--- src/rtl/inst_encoder_pkg.sv ---
// Shared types for the instruction encoder: immediate format codes, error codes, FSM states.
// Latency: n/a (types and constants only).
// Backpressure: n/a.
package inst_encoder_pkg;

    // Same encoding as the decoder's immediate-control field.
    typedef enum logic [2:0] {
        FMT_I = 3'b000,
        FMT_S = 3'b001,
        FMT_B = 3'b010,
        FMT_U = 3'b011,
        FMT_J = 3'b100
    } imm_fmt_t;

    localparam logic [1:0] ERR_NONE     = 2'd0;
    localparam logic [1:0] ERR_RANGE    = 2'd1;
    localparam logic [1:0] ERR_MISALIGN = 2'd2;
    localparam logic [1:0] ERR_ILLEGAL  = 2'd3;

    typedef enum logic [1:0] {
        ST_IDLE  = 2'd0,
        ST_WRITE = 2'd1,
        ST_FULL  = 2'd2
    } enc_state_t;

endpackage

--- src/rtl/inst_encoder_pack.sv ---
// Combinational RV32I packer: checks the immediate and places it in I/S/B/U/J bit layout.
// Latency: 0 cycles (pure combinational).
// Backpressure: none; the caller decides when the result is used.
// Ports: i_fmt/i_opcode/i_rd/i_rs1/i_rs2/i_funct3/i_imm in; o_word packed word, o_err flag, o_err_code.
module inst_pack
    import inst_encoder_pkg::*;
(
    input  logic [2:0]  i_fmt,
    input  logic [6:0]  i_opcode,
    input  logic [4:0]  i_rd,
    input  logic [4:0]  i_rs1,
    input  logic [4:0]  i_rs2,
    input  logic [2:0]  i_funct3,
    input  logic [31:0] i_imm,
    output logic [31:0] o_word,
    output logic        o_err,
    output logic [1:0]  o_err_code
);

    // A value fits an N-bit signed field when all bits from N-1 upward equal the sign.
    logic w_fit12;
    logic w_fit13;
    logic w_fit21;

    assign w_fit12 = (&i_imm[31:11]) | ~(|i_imm[31:11]);
    assign w_fit13 = (&i_imm[31:12]) | ~(|i_imm[31:12]);
    assign w_fit21 = (&i_imm[31:20]) | ~(|i_imm[31:20]);

    // Misalignment outranks range, illegal type outranks both.
    always_comb begin
        o_word     = '0;
        o_err_code = ERR_NONE;
        case (i_fmt)
            FMT_I: begin
                o_word = {i_imm[11:0], i_rs1, i_funct3, i_rd, i_opcode};
                if (!w_fit12) o_err_code = ERR_RANGE;
            end
            FMT_S: begin
                o_word = {i_imm[11:5], i_rs2, i_rs1, i_funct3, i_imm[4:0], i_opcode};
                if (!w_fit12) o_err_code = ERR_RANGE;
            end
            FMT_B: begin
                o_word = {i_imm[12], i_imm[10:5], i_rs2, i_rs1, i_funct3,
                          i_imm[4:1], i_imm[11], i_opcode};
                if (i_imm[0])      o_err_code = ERR_MISALIGN;
                else if (!w_fit13) o_err_code = ERR_RANGE;
            end
            FMT_U: begin
                o_word = {i_imm[31:12], i_rd, i_opcode};
                if (|i_imm[11:0]) o_err_code = ERR_MISALIGN;
            end
            FMT_J: begin
                o_word = {i_imm[20], i_imm[10:1], i_imm[11], i_imm[19:12], i_rd, i_opcode};
                if (i_imm[0])      o_err_code = ERR_MISALIGN;
                else if (!w_fit21) o_err_code = ERR_RANGE;
            end
            default: begin
                o_err_code = ERR_ILLEGAL;
            end
        endcase
    end

    assign o_err = (o_err_code != ERR_NONE);

endmodule

--- src/rtl/inst_encoder.sv ---
// Instruction encoder/program writer: packs field bundles into RV32I words and writes them to imem.
// Latency: handshake at edge k -> mem_we from cycle k+1; one word per 2 cycles peak; errors pulse at k+1.
// Backpressure: in_ready low outside IDLE; mem_ready low holds mem_we/mem_addr/mem_wdata indefinitely.
// Ports: clk/rst/clear; in_* bundle with in_valid/in_ready; mem_we/mem_ready/mem_addr/mem_wdata;
//        err_valid/err_code; count (words written), full (address space exhausted).
module inst_encoder
    import inst_encoder_pkg::*;
#(
    parameter int unsigned ADDR_W    = 10,
    parameter int unsigned BASE_ADDR = 0
) (
    input  logic              clk,
    input  logic              rst,
    input  logic              clear,
    input  logic              in_valid,
    output logic              in_ready,
    input  logic [2:0]        in_type,
    input  logic [6:0]        in_opcode,
    input  logic [4:0]        in_rd,
    input  logic [4:0]        in_rs1,
    input  logic [4:0]        in_rs2,
    input  logic [2:0]        in_funct3,
    input  logic [6:0]        in_funct7,
    input  logic [31:0]       in_imm,
    output logic              mem_we,
    input  logic              mem_ready,
    output logic [ADDR_W-1:0] mem_addr,
    output logic [31:0]       mem_wdata,
    output logic              err_valid,
    output logic [1:0]        err_code,
    output logic [ADDR_W:0]   count,
    output logic              full
);

    localparam logic [ADDR_W-1:0] L_BASE = ADDR_W'(BASE_ADDR);
    localparam logic [ADDR_W-1:0] L_LAST = '1;

    enc_state_t        r_state;
    logic              r_mem_we;
    logic [ADDR_W-1:0] r_mem_addr;
    logic [31:0]       r_mem_wdata;
    logic              r_err_valid;
    logic [1:0]        r_err_code;
    logic [ADDR_W:0]   r_count;
    logic              r_full;

    logic [31:0]       w_word;
    logic              w_err;
    logic [1:0]        w_err_code;
    logic              w_hs;
    logic              w_unused;

    // funct7 only matters for R-type, which this encoder does not emit.
    assign w_unused = ^in_funct7;

    inst_pack u_pack (
        .i_fmt      (in_type),
        .i_opcode   (in_opcode),
        .i_rd       (in_rd),
        .i_rs1      (in_rs1),
        .i_rs2      (in_rs2),
        .i_funct3   (in_funct3),
        .i_imm      (in_imm),
        .o_word     (w_word),
        .o_err      (w_err),
        .o_err_code (w_err_code)
    );

    // Depends only on state and clear so upstream may gate in_valid on it without a loop.
    assign in_ready = (r_state == ST_IDLE) & ~clear;
    assign w_hs     = in_valid & in_ready;

    always_ff @(posedge clk) begin
        if (rst) begin
            r_state     <= ST_IDLE;
            r_mem_we    <= 1'b0;
            r_mem_addr  <= L_BASE;
            r_mem_wdata <= '0;
            r_err_valid <= 1'b0;
            r_err_code  <= ERR_NONE;
            r_count     <= '0;
            r_full      <= 1'b0;
        end else if (clear) begin
            // Abandons any pending write, even one the memory would accept this cycle.
            r_state     <= ST_IDLE;
            r_mem_we    <= 1'b0;
            r_mem_addr  <= L_BASE;
            r_err_valid <= 1'b0;
            r_count     <= '0;
            r_full      <= 1'b0;
        end else begin
            r_err_valid <= 1'b0;
            case (r_state)
                ST_IDLE: begin
                    if (w_hs) begin
                        if (w_err) begin
                            r_err_valid <= 1'b1;
                            r_err_code  <= w_err_code;
                        end else begin
                            r_mem_wdata <= w_word;
                            r_mem_we    <= 1'b1;
                            r_state     <= ST_WRITE;
                        end
                    end
                end
                ST_WRITE: begin
                    if (mem_ready) begin
                        r_mem_we <= 1'b0;
                        r_count  <= r_count + 1'b1;
                        // Last address: stay on it and lock up until clear/rst.
                        if (r_mem_addr == L_LAST) begin
                            r_full  <= 1'b1;
                            r_state <= ST_FULL;
                        end else begin
                            r_mem_addr <= r_mem_addr + 1'b1;
                            r_state    <= ST_IDLE;
                        end
                    end
                end
                ST_FULL: begin
                    r_state <= ST_FULL;
                end
                default: begin
                    r_state <= ST_IDLE;
                end
            endcase
        end
    end

    assign mem_we    = r_mem_we;
    assign mem_addr  = r_mem_addr;
    assign mem_wdata = r_mem_wdata;
    assign err_valid = r_err_valid;
    assign err_code  = r_err_code;
    assign count     = r_count;
    assign full      = r_full;

endmodule
--- config.mk ---
export PLATFORM = sky130hd
export DESIGN_NAME = inst_encoder
export DESIGN_NICKNAME = d
export VERILOG_FILES = /design/src/rtl/inst_encoder_pkg.sv /design/src/rtl/inst_encoder_pack.sv /design/src/rtl/inst_encoder.sv
export SDC_FILE = /design/constraint.sdc
export NUM_CORES = 1
export LEC_CHECK = 0
export CORE_UTILIZATION = 44
export CTS_CLUSTER_DIAMETER = 60
export DETAILED_ROUTE_END_ITERATION = 16
export PLACE_DENSITY = 0.87
export SYNTH_ARGS = -nofsm -noshare
export SYNTH_HDL_FRONTEND = slang
export SYNTH_SLANG_ARGS = --single-unit
--- constraint.sdc ---
create_clock -name clk -period 3.7 [get_ports clk]
set_clock_uncertainty 0.1 [all_clocks]
set_input_delay 0.925 -clock clk [delete_from_list [all_inputs] [get_ports clk]]
set_output_delay 0.925 -clock clk [all_outputs]
set_load 0.05 [all_outputs]
==> results of run 1 <==
metrics by stage:
step | hold WS (ps) | power [mW] | instance area (µm²) | worst slack, ps | utilization (%)
2_1_floorplan | 395 | 0.849 | 3390 | 386 | -
3_3_place_gp | 342 | 0.988 | 4720 | 279 | 64.4
3_5_place_dp | 354 | 0.994 | 4720 | 180 | 64.4
4_1_cts | 365 | 1.68 | 4960 | 531 | 67.6
5_1_grt | 379 | 1.74 | 4960 | 419 | 67.6
6_report | 364 | 1.68 | 4960 | 472 | 67.6
layer usage:
layer / global-route usage, % / up-vias
met5: 0 / -
met4: 11.6 / 0
met3: 8.21 / 27
met2: 42.1 / 163
met1: 28.6 / 1735
li1: - / 1754
cell families after synthesis:
family / after synthesis / synth area share (%)
DFF: 60 / 35.5
adders and majority gates: 2 / 0.738
xor gates and xnor gates: 13 / 3.36
AOI/OAI and AO/OA: 134 / 26.3
buffers and inverters: 33 / 5.02
and+or+nand+nor: 149 / 22.9
muxes: 21 / 6.24
sequential cells by signal, summed over array words and instances, names as in the netlist:
name       cells
count         11
err_valid      1
mem_we         1
r_state        2
full           1
mem_wdata     32
mem_addr      10
err_code       2
critical path, delay by kind of cell:
family / cells / cell delay (ps)
compound gates: 1 / 440
mux: 1 / 230
buf+inv: 1 / 460
simple gates: 4 / 1310
layout make-up:
class                      count  area [µm²]
clock inverter                 3        67.6
timing repair buffer         139        1360
multi-input combinational    319        2020
inverter                       5        18.8
fill                         584        2370
sequential                    60        1200
tap                           99         124
clock buffer                  13         169
synthesized netlist by cell type (4+ instances only):
cell type,count
sky130_fd_sc_hd__a21oi_2,7
sky130_fd_sc_hd__xor2_1,11
sky130_fd_sc_hd__o21a_1,7
sky130_fd_sc_hd__inv_1,5
sky130_fd_sc_hd__a211oi_2,5
sky130_fd_sc_hd__nor3_1,21
sky130_fd_sc_hd__o21ai_0,14
sky130_fd_sc_hd__nand4_1,9
sky130_fd_sc_hd__a21oi_1,58
sky130_fd_sc_hd__buf_6,5
sky130_fd_sc_hd__a22oi_1,9
sky130_fd_sc_hd__nor4_1,5
sky130_fd_sc_hd__a211oi_1,6
sky130_fd_sc_hd__or3_1,5
sky130_fd_sc_hd__clkbuf_1,16
sky130_fd_sc_hd__nand3_1,4
sky130_fd_sc_hd__nor2b_1,11
sky130_fd_sc_hd__mux2i_1,20
sky130_fd_sc_hd__o22ai_1,9
sky130_fd_sc_hd__nor2_1,47
sky130_fd_sc_hd__a31oi_1,6
sky130_fd_sc_hd__buf_2,4
sky130_fd_sc_hd__dfxtp_1,60
sky130_fd_sc_hd__nand2_1,28
sky130_fd_sc_hd__and3_1,4
power breakdown:
part	leakage (nW)	internal, mW	switching [mW]	total, mW
sequential	0.485	0.656	0.00665	0.663
clock	0.116	0.435	0.256	0.691
combinational	1.11	0.144	0.177	0.321
final timing paths:
kind                                   start      endpoint  slack (ps)  depth (start not counted)
worst min register to register  mem_wdata[6]  mem_wdata[6]         360                          2
worst max-delay path              in_imm[23]  mem_wdata[5]         470                          7
worst max register to register    r_state[1]  mem_wdata[5]        1580                          4
worst min-delay path            mem_wdata[6]  mem_wdata[6]         360                          2
==> run_summary.xml, run 1 <==
<?xml version="1.0" encoding="UTF-8"?>
<metrics>
  <group name="cts">
    <metric name="clock_insertion_delay_worst_skew" unit="ps">340</metric>
    <metric name="cts_root_buf" unit="">sky130_fd_sc_hd__clkbuf_8</metric>
    <metric name="cts_post_setup_buffers_inserted" unit="">0</metric>
    <metric name="clkSinkCount" unit="">60</metric>
    <metric name="tritoncts" unit="">done</metric>
    <metric name="cts.hold.buffers_added" unit="">0</metric>
    <metric name="cts_buffers" unit="">9</metric>
    <metric name="clk_transition_reported_paths" unit="ps">60</metric>
    <metric name="cts_resized" unit="">0</metric>
    <metric name="cts-root-to-sink-buffers" unit="">2</metric>
    <metric name="ctsHtreeMaxLevel" unit="">3</metric>
  </group>
  <group name="routing">
    <metric name="routed_wirelength" unit="µm">9980</metric>
    <metric name="detailedRoute.firstIterationViolations" unit="">189</metric>
    <metric name="number_of_detailed_routing_iterations_run_before_antenna_repair" unit="">5</metric>
    <metric name="via_per_inst" unit="">5.77</metric>
    <metric name="dr_total_vias" unit="">3679</metric>
    <metric name="drt-wirelength-per-cell" unit="µm">15.6</metric>
    <metric name="wl_met2" unit="µm">4830</metric>
    <metric name="ant_nets" unit="">0</metric>
    <metric name="drt-met1-wl" unit="µm">4090</metric>
    <metric name="route.met3.wl" unit="µm">811</metric>
    <metric name="routed.top_layer" unit="">met4</metric>
    <metric name="drc" unit="">0</metric>
  </group>
  <group name="synth">
    <metric name="post_synth_top_flop" unit="">sky130_fd_sc_hd__dfxtp_1</metric>
    <metric name="synth.distinct_cells" unit="">55</metric>
    <metric name="netlist_area" unit="µm²">3390</metric>
    <metric name="synth.avg_cell_area" unit="µm²">8.22</metric>
    <metric name="syn-num-nets" unit="">486</metric>
    <metric name="synth.top_cells.by_area" unit="">sky130_fd_sc_hd__dfxtp_1, sky130_fd_sc_hd__a21oi_1, sky130_fd_sc_hd__mux2i_1</metric>
    <metric name="synth_enable_flop_cells" unit="">0</metric>
    <metric name="yosysSeqAreaShare" unit="%">35.5</metric>
    <metric name="synthesis.yosys.warnings" unit="">0</metric>
    <metric name="asyncSetResetFlopFracSynth" unit="%">0</metric>
    <metric name="postSynthCellCount" unit="">412</metric>
    <metric name="ys_seq_elements" unit="">60</metric>
    <metric name="post-synth-top-area-fraction" unit="%">35.5</metric>
    <metric name="post-synth-top-area-cell" unit="">sky130_fd_sc_hd__dfxtp_1</metric>
  </group>
  <group name="grt">
    <metric name="globalRoute.totalOverflow" unit="">0</metric>
    <metric name="maximum_number_of_pins_on_one_net_before_global_route_repair" unit="">27</metric>
    <metric name="grt_pass1_vias" unit="">3478</metric>
    <metric name="antenna_found_initial" unit="">0</metric>
    <metric name="globalRouteTotalUtil" unit="%">25.0</metric>
    <metric name="grt_pass1_wl" unit="µm">16300</metric>
  </group>
  <group name="sta">
    <metric name="report.final.slew_viol_count" unit="">0</metric>
    <metric name="grt_setup_unrepaired" unit="">false</metric>
    <metric name="max_freq" unit="GHz">0.310</metric>
    <metric name="timing.final.hold_violations" unit="">0</metric>
    <metric name="layout_min_cycle_time" unit="ps">3230</metric>
    <metric name="slew_headroom" unit="%">48.9</metric>
    <metric name="worst-slew-pin-transition" unit="ps">767</metric>
    <metric name="fin_crit_sh" unit="%">87.2</metric>
    <metric name="fin_setup_tns" unit="ps">0</metric>
    <metric name="setup_viol" unit="">0</metric>
  </group>
  <group name="final_layout">
    <metric name="syn2layout_area_growth" unit="%">46.3</metric>
    <metric name="mostFrequentLayoutCells" unit="">sky130_fd_sc_hd__clkdlybuf4s50_1, sky130_fd_sc_hd__dfxtp_1, sky130_fd_sc_hd__a21oi_1</metric>
    <metric name="antenna-diode-count" unit="">0</metric>
    <metric name="instances_no_fill" unit="">638</metric>
    <metric name="fraction_of_final_layout_cells_sized_beyond_drive_strength_1" unit="%">10.4</metric>
    <metric name="layout_commonest_cell" unit="">sky130_fd_sc_hd__clkdlybuf4s50_1</metric>
    <metric name="layout.nets" unit="">608</metric>
  </group>
  <group name="place">
    <metric name="dp_hpwl" unit="µm">7530</metric>
    <metric name="port_buffers" unit="">123</metric>
    <metric name="placedCellCount" unit="">622</metric>
    <metric name="gpl.final_weighted_congestion" unit="">0.946</metric>
  </group>
  <group name="power_and_ir_drop">
    <metric name="p_leak" unit="nW">1.71</metric>
    <metric name="peakVddDrop" unit="µV">281</metric>
    <metric name="power_per_cell_area" unit="nW/µm²">338</metric>
  </group>
  <group name="die">
    <metric name="start_util" unit="%">46.2</metric>
    <metric name="chipWidth" unit="µm">89.8</metric>
    <metric name="design.die.area" unit="µm²">8060</metric>
    <metric name="core_region_area" unit="µm²">7330</metric>
    <metric name="die_h" unit="µm">89.8</metric>
    <metric name="io-pin-count" unit="">131</metric>
    <metric name="rows" unit="">31</metric>
  </group>
  <group name="worst_setup_path">
    <metric name="critPathRequiredTime" unit="ps">3870</metric>
    <metric name="crit_path_start_kind" unit="">primary input</metric>
    <metric name="timing.critical_path.fanout_max" unit="">24</metric>
    <metric name="worst-endpoint-arrival" unit="ps">3390</metric>
    <metric name="setup.worst_path.class" unit="">in2reg</metric>
    <metric name="cp_cell_sequence" unit="">clkdlybuf4s50_1 &gt; nor4_1 &gt; nand3_1 &gt; nand4b_2 &gt; a221o_1 &gt; nor2_8 &gt; mux2i_1</metric>
    <metric name="worst_path_max_delay_cell" unit="">sky130_fd_sc_hd__clkdlybuf4s50_1</metric>
    <metric name="cp-end-kind" unit="">register</metric>
    <metric name="largest_stage_delay_on_the_critical_path" unit="ps">460</metric>
  </group>
  <group name="job">
    <metric name="cap_viol_max_count" unit="">0</metric>
  </group>
  <group name="outcome">
    <metric name="status" unit="">finished clean</metric>
  </group>
  <group name="hold_path">
    <metric name="worstHoldPathType" unit="">reg2reg</metric>
  </group>
</metrics>
No activity file was read; power rests on OpenSTA's default activity.
==> run 2, diff against run 1 <==
CORE_MARGIN = 10   (was unset)
==> run_summary.xml, run 2 (synthesized netlist as in run 1, its figures left out) <==
<?xml version="1.0" encoding="UTF-8"?>
<metrics>
  <group name="outcome">
    <metric name="status" unit="">finished clean</metric>
  </group>
  <group name="routing">
    <metric name="detailedRoute.firstIterationViolations" unit="">154</metric>
    <metric name="ant_nets" unit="">0</metric>
    <metric name="drc" unit="">0</metric>
    <metric name="drt-wirelength-per-cell" unit="µm">17.2</metric>
    <metric name="number_of_detailed_routing_iterations_run_before_antenna_repair" unit="">5</metric>
    <metric name="dr_total_vias" unit="">3623</metric>
    <metric name="routed_wirelength" unit="µm">11000</metric>
    <metric name="via_per_inst" unit="">5.68</metric>
  </group>
  <group name="die">
    <metric name="rows" unit="">31</metric>
    <metric name="io-pin-count" unit="">131</metric>
    <metric name="die_h" unit="µm">108</metric>
    <metric name="core_region_area" unit="µm²">7370</metric>
    <metric name="start_util" unit="%">46.0</metric>
    <metric name="chipWidth" unit="µm">108</metric>
    <metric name="design.die.area" unit="µm²">11600</metric>
  </group>
  <group name="place">
    <metric name="dp_hpwl" unit="µm">8560</metric>
    <metric name="placedCellCount" unit="">622</metric>
    <metric name="port_buffers" unit="">123</metric>
    <metric name="place_ws" unit="ps">243</metric>
    <metric name="gpl.final_weighted_congestion" unit="">0.897</metric>
  </group>
  <group name="cts">
    <metric name="clkSinkCount" unit="">60</metric>
    <metric name="cts_resized" unit="">0</metric>
    <metric name="cts-root-to-sink-buffers" unit="">2</metric>
    <metric name="cts.hold.buffers_added" unit="">0</metric>
    <metric name="tritoncts" unit="">done</metric>
    <metric name="cts_root_buf" unit="">sky130_fd_sc_hd__clkbuf_8</metric>
    <metric name="clock_insertion_delay_worst_skew" unit="ps">330</metric>
    <metric name="cts_buffers" unit="">9</metric>
    <metric name="ctsHtreeMaxLevel" unit="">3</metric>
    <metric name="clk_transition_reported_paths" unit="ps">70</metric>
    <metric name="cts_post_setup_buffers_inserted" unit="">0</metric>
  </group>
  <group name="power_and_ir_drop">
    <metric name="p_leak" unit="nW">1.71</metric>
    <metric name="power_per_cell_area" unit="nW/µm²">329</metric>
    <metric name="peakVddDrop" unit="µV">283</metric>
  </group>
  <group name="hold_path">
    <metric name="worstHoldPathType" unit="">reg2reg</metric>
    <metric name="worst_hold_startpoint" unit="">mem_wdata[5]</metric>
  </group>
  <group name="worst_setup_path">
    <metric name="setup.worst_path.class" unit="">in2reg</metric>
    <metric name="crit_path_start_kind" unit="">primary input</metric>
    <metric name="cp-end-kind" unit="">register</metric>
    <metric name="critPathRequiredTime" unit="ps">3860</metric>
    <metric name="timing.rr.start" unit="">r_state[1]</metric>
    <metric name="worst-endpoint-arrival" unit="ps">3270</metric>
    <metric name="timing.critical_path.fanout_max" unit="">24</metric>
    <metric name="cp-startpoint" unit="">in_imm[22]</metric>
  </group>
  <group name="final_layout">
    <metric name="max_reg_flops" unit="">32</metric>
    <metric name="syn2layout_area_growth" unit="%">45.8</metric>
    <metric name="multi_input_area" unit="µm²">2020</metric>
    <metric name="instances_no_fill" unit="">638</metric>
    <metric name="mostFrequentLayoutCells" unit="">sky130_fd_sc_hd__clkdlybuf4s50_1, sky130_fd_sc_hd__dfxtp_1, sky130_fd_sc_hd__a21oi_1</metric>
    <metric name="finalCoreUtilization" unit="%">67.0</metric>
    <metric name="fraction_of_final_layout_cells_sized_beyond_drive_strength_1" unit="%">10.4</metric>
    <metric name="layout_commonest_cell" unit="">sky130_fd_sc_hd__clkdlybuf4s50_1</metric>
    <metric name="final-seq-area" unit="µm²">1200</metric>
    <metric name="final.fill_count" unit="">603</metric>
    <metric name="antenna-diode-count" unit="">0</metric>
    <metric name="layout.nets" unit="">608</metric>
  </group>
  <group name="grt">
    <metric name="maximum_number_of_pins_on_one_net_before_global_route_repair" unit="">27</metric>
    <metric name="globalRouteTotalUtil" unit="%">18.5</metric>
    <metric name="antenna_found_initial" unit="">0</metric>
    <metric name="grt_pass1_wl" unit="µm">17600</metric>
    <metric name="globalRoute.totalOverflow" unit="">0</metric>
    <metric name="grt_pass1_vias" unit="">3681</metric>
  </group>
  <group name="sta">
    <metric name="report.final.slew_viol_count" unit="">0</metric>
    <metric name="worst-slew-pin-transition" unit="ps">754</metric>
    <metric name="timing.final.hold_violations" unit="">0</metric>
    <metric name="fin_setup_tns" unit="ps">0</metric>
    <metric name="setup_viol" unit="">0</metric>
    <metric name="slew_headroom" unit="%">49.7</metric>
    <metric name="fin_crit_sh" unit="%">84.1</metric>
    <metric name="grt_setup_unrepaired" unit="">false</metric>
    <metric name="layout_min_cycle_time" unit="ps">3110</metric>
    <metric name="post-route-worst-setup-slack" unit="ps">589</metric>
    <metric name="max_freq" unit="GHz">0.321</metric>
  </group>
  <group name="job">
    <metric name="cap_viol_max_count" unit="">0</metric>
  </group>
</metrics>
run 2: changes by cell type in the layout (fill, tap and decap cells not counted), sizes merged:
cell and delta:
clkinvlp -1, clkbuf -2, clkinv +3
run 2: worst max-delay path, cell delays in order:
cell and delay, ps:
sky130_fd_sc_hd__clkdlybuf4s50_1 470, sky130_fd_sc_hd__nor4_1 340, sky130_fd_sc_hd__nand3_1 180, sky130_fd_sc_hd__nand4b_2 300
sky130_fd_sc_hd__a221o_1 440, sky130_fd_sc_hd__nor2_8 360, sky130_fd_sc_hd__mux2i_1 240
run 2: report_power, final:
part	leakage (nW)	switching, mW	internal [mW]	total [mW]
Combinational	1.11	0.177	0.144	0.321
Clock	0.113	0.247	0.394	0.641
Sequential	0.485	0.00637	0.656	0.663
Total	1.71	0.431	1.19	1.63
run 2: path summary, 6_finish.rpt:
| check | to | slack (ps) | cells past startpoint |
|---|---|---|---|
| max | mem_wdata[6] | 590 | 7 |
| min | mem_wdata[5] | 360 | 2 |
| max reg2reg | mem_wdata[24] | 1710 | 5 |
| min reg2reg | mem_wdata[5] | 360 | 2 |
run 2: area by class of cell:
class                   instances  share of cell area (%)
multi-input cells             319                    40.8
well taps                      99                    2.51
clock inverters                 5                    1.52
flip-flops and latches         60                    24.3
inverters                       5                   0.380
repair buffers                139                    27.6
clock buffers                  11                    2.86
run 2: per-layer routing:
metal | up-vias | part of all wire [%] | GRT usage, %
met2 | 152 | 48 | 30.7
met3 | 28 | 10 | 8.86
met1 | 1692 | 39 | 19.8
met4 | 0 | 2.7 | 7.16
met5 | - | 0 | 0
li1 | 1751 | - | -
run 2: per-stage QoR:
step	hold WS, ps	cell area, µm²	total power, mW
final	360	4940	1.63
after CTS	363	4940	1.64
after detailed placement	354	4720	0.995
after global routing	392	4940	1.69
after global placement	341	4720	0.988
after floorplan	395	3390	0.849
==> run 3, diff against run 2 <==
CORE_UTILIZATION = 40   (was 44)
PLACE_DENSITY = 0.84   (was 0.87)
clock period = 2.7 ns   (was 3.7 ns; I/O delays follow)
==> run_summary.xml, run 3 (synthesized netlist as in run 1, its figures left out) <==
<?xml version="1.0" encoding="UTF-8"?>
<metrics>
  <group name="place">
    <metric name="dp_hpwl" unit="µm">9380</metric>
    <metric name="gpl.final_weighted_congestion" unit="">0.873</metric>
    <metric name="port_buffers" unit="">123</metric>
  </group>
  <group name="grt">
    <metric name="maximum_number_of_pins_on_one_net_before_global_route_repair" unit="">29</metric>
    <metric name="grt_pass1_wl" unit="µm">19300</metric>
    <metric name="globalRoute.totalOverflow" unit="">0</metric>
    <metric name="grt_pass1_vias" unit="">3992</metric>
    <metric name="antenna_found_initial" unit="">1</metric>
    <metric name="globalRouteTotalUtil" unit="%">18.1</metric>
  </group>
  <group name="worst_setup_path">
    <metric name="worst-r2r-cell-count" unit="">6</metric>
    <metric name="crit_path_start_kind" unit="">primary input</metric>
    <metric name="cp-end-kind" unit="">register</metric>
    <metric name="timing.critical_path.fanout_max" unit="">10</metric>
    <metric name="cp_cell_sequence" unit="">clkdlybuf4s50_1 &gt; nor4_2 &gt; buf_4 &gt; a31oi_1 &gt; o22a_1 &gt; buf_4 &gt; a221oi_4 &gt; buf_4 &gt; buf_4 &gt; a21oi_1 &gt; nor3_1</metric>
    <metric name="worst-endpoint-arrival" unit="ps">2820</metric>
    <metric name="critical_path.most_common_cell" unit="">sky130_fd_sc_hd__buf_4</metric>
    <metric name="worst_path_max_delay_cell" unit="">sky130_fd_sc_hd__clkdlybuf4s50_1</metric>
    <metric name="setup.worst_path.class" unit="">in2reg</metric>
    <metric name="largest_stage_delay_on_the_critical_path" unit="ps">460</metric>
    <metric name="critPathRequiredTime" unit="ps">2850</metric>
  </group>
  <group name="hold_path">
    <metric name="worstHoldPathType" unit="">reg2reg</metric>
    <metric name="min_path_cells" unit="">1</metric>
  </group>
  <group name="cts">
    <metric name="clock_insertion_delay_worst_skew" unit="ps">330</metric>
    <metric name="tritoncts" unit="">done</metric>
    <metric name="ctsHtreeMaxLevel" unit="">3</metric>
    <metric name="cts_buffers" unit="">9</metric>
    <metric name="clk_transition_reported_paths" unit="ps">70</metric>
    <metric name="clkSinkCount" unit="">60</metric>
    <metric name="cts_root_buf" unit="">sky130_fd_sc_hd__clkbuf_8</metric>
    <metric name="cts.hold.buffers_added" unit="">0</metric>
    <metric name="cts-root-to-sink-buffers" unit="">2</metric>
  </group>
  <group name="routing">
    <metric name="via_per_inst" unit="">5.54</metric>
    <metric name="ant_nets" unit="">0</metric>
    <metric name="drc" unit="">0</metric>
    <metric name="drt-wirelength-per-cell" unit="µm">17.5</metric>
    <metric name="dr_total_vias" unit="">3848</metric>
    <metric name="number_of_detailed_routing_iterations_run_before_antenna_repair" unit="">4</metric>
    <metric name="routed_wirelength" unit="µm">12100</metric>
    <metric name="detailedRoute.firstIterationViolations" unit="">205</metric>
  </group>
  <group name="final_layout">
    <metric name="finalCoreUtilization" unit="%">67.0</metric>
    <metric name="fraction_of_final_layout_cells_sized_beyond_drive_strength_1" unit="%">19.8</metric>
    <metric name="mostFrequentLayoutCells" unit="">sky130_fd_sc_hd__clkdlybuf4s50_1, sky130_fd_sc_hd__dfxtp_1, sky130_fd_sc_hd__buf_4</metric>
    <metric name="layout.nets" unit="">656</metric>
    <metric name="syn2layout_area_growth" unit="%">62.6</metric>
    <metric name="layout_commonest_cell" unit="">sky130_fd_sc_hd__clkdlybuf4s50_1</metric>
    <metric name="max_reg_flops" unit="">32</metric>
  </group>
  <group name="die">
    <metric name="chipWidth" unit="µm">112</metric>
    <metric name="start_util" unit="%">41.2</metric>
    <metric name="rows" unit="">33</metric>
    <metric name="core_region_area" unit="µm²">8220</metric>
    <metric name="io-pin-count" unit="">131</metric>
    <metric name="die_h" unit="µm">112</metric>
    <metric name="design.die.area" unit="µm²">12600</metric>
  </group>
  <group name="power_and_ir_drop">
    <metric name="power_per_cell_area" unit="nW/µm²">440</metric>
    <metric name="power.share.combinational" unit="%">20.9</metric>
    <metric name="seqPwrFrac" unit="%">37.5</metric>
    <metric name="p_leak" unit="nW">2.11</metric>
    <metric name="net-switching-power" unit="µW">620</metric>
    <metric name="part_of_the_power_in_the_clock_network" unit="%">41.6</metric>
    <metric name="peakVddDrop" unit="µV">438</metric>
    <metric name="cell_internal_pwr" unit="mW">1.80</metric>
    <metric name="switching_fraction_of_total_power" unit="%">25.6</metric>
  </group>
  <group name="sta">
    <metric name="worst_hold_slack" unit="ps">361</metric>
    <metric name="worst-slew-pin-transition" unit="ps">569</metric>
    <metric name="layout_min_cycle_time" unit="ps">2670</metric>
    <metric name="slew_headroom" unit="%">61.9</metric>
    <metric name="max_freq" unit="GHz">0.375</metric>
    <metric name="timing.final.hold_violations" unit="">0</metric>
    <metric name="fin_crit_sh" unit="%">98.8</metric>
    <metric name="setup_viol" unit="">0</metric>
    <metric name="report.final.slew_viol_count" unit="">0</metric>
  </group>
  <group name="job">
    <metric name="cap_viol_max_count" unit="">0</metric>
  </group>
  <group name="outcome">
    <metric name="status" unit="">finished clean</metric>
  </group>
</metrics>
run 3: worst max-delay path: cells and delay by family:
family / cells / cell delay [ps]
buffers and inverters: 5 / 1090
AND/OR/NAND/NOR: 2 / 500
AO/OA/AOI/OAI: 4 / 560
run 3: layout make-up:
type                            instances  area [µm²]
Tap cell                              105         131
Inverter                                5        18.8
Multi-Input combinational cell        319        2090
Sequential cell                        60        1200
Timing Repair Buffer                  187        1810
Antenna cell                            2        5.00
Clock inverter                          4        95.1
Fill cell                             652        2710
Clock buffer                           12         155
run 3: worst paths after layout:
kind                               startpoint             to  slack (ps)
worst max-delay path                in_imm[8]  mem_wdata[14]          30
worst min-delay path            mem_wdata[28]  mem_wdata[28]         360
worst max register to register    mem_addr[3]    mem_addr[2]         820
worst min register to register  mem_wdata[28]  mem_wdata[28]         360
run 3: power groups by stage:
| stage | Clock (mW) | Sequential [mW] | Combinational (mW) |
|---|---|---|---|
| after detailed placement | 0 | 0.928 | 0.487 |
| after CTS | 1.03 | 0.908 | 0.499 |
| after global placement | 0 | 0.928 | 0.477 |
| after global routing | 1.08 | 0.909 | 0.543 |
| final | 1.01 | 0.909 | 0.508 |
| after floorplan | 0 | 0.975 | 0.189 |
run 3: metal layers:
metal,part of all wire (%),wire [µm],GRT usage (%),up-vias
met4,2.3,277,6.01,0
met1,38,4610,18.7,1821
met3,8.4,1020,6.92,22
li1,-,-,-,1853
met5,0,0,0,-
met2,51,6210,32.9,152
run 3: what timing repair did:
action,in CTS,in global routing
setup endpoints to repair,30,35
pin swaps,3,12
resized for setup,8,19
gates cloned,1,1
endpoints found under the hold margin,0,0
buffers inserted,2,0
run 3: metrics by stage:
step	instance area, µm²	std cells	worst slack [ps]	setup TNS (ps)	power, mW
finish	5510	694	31.6	0	2.42
CTS	5410	691	2.90	0	2.44
global placement	5090	672	-399	-13200	1.41
floorplan	3390	412	226	0	1.16
global route	5510	693	-52.0	-660	2.53
detailed placement	5090	672	-453	-14050	1.42
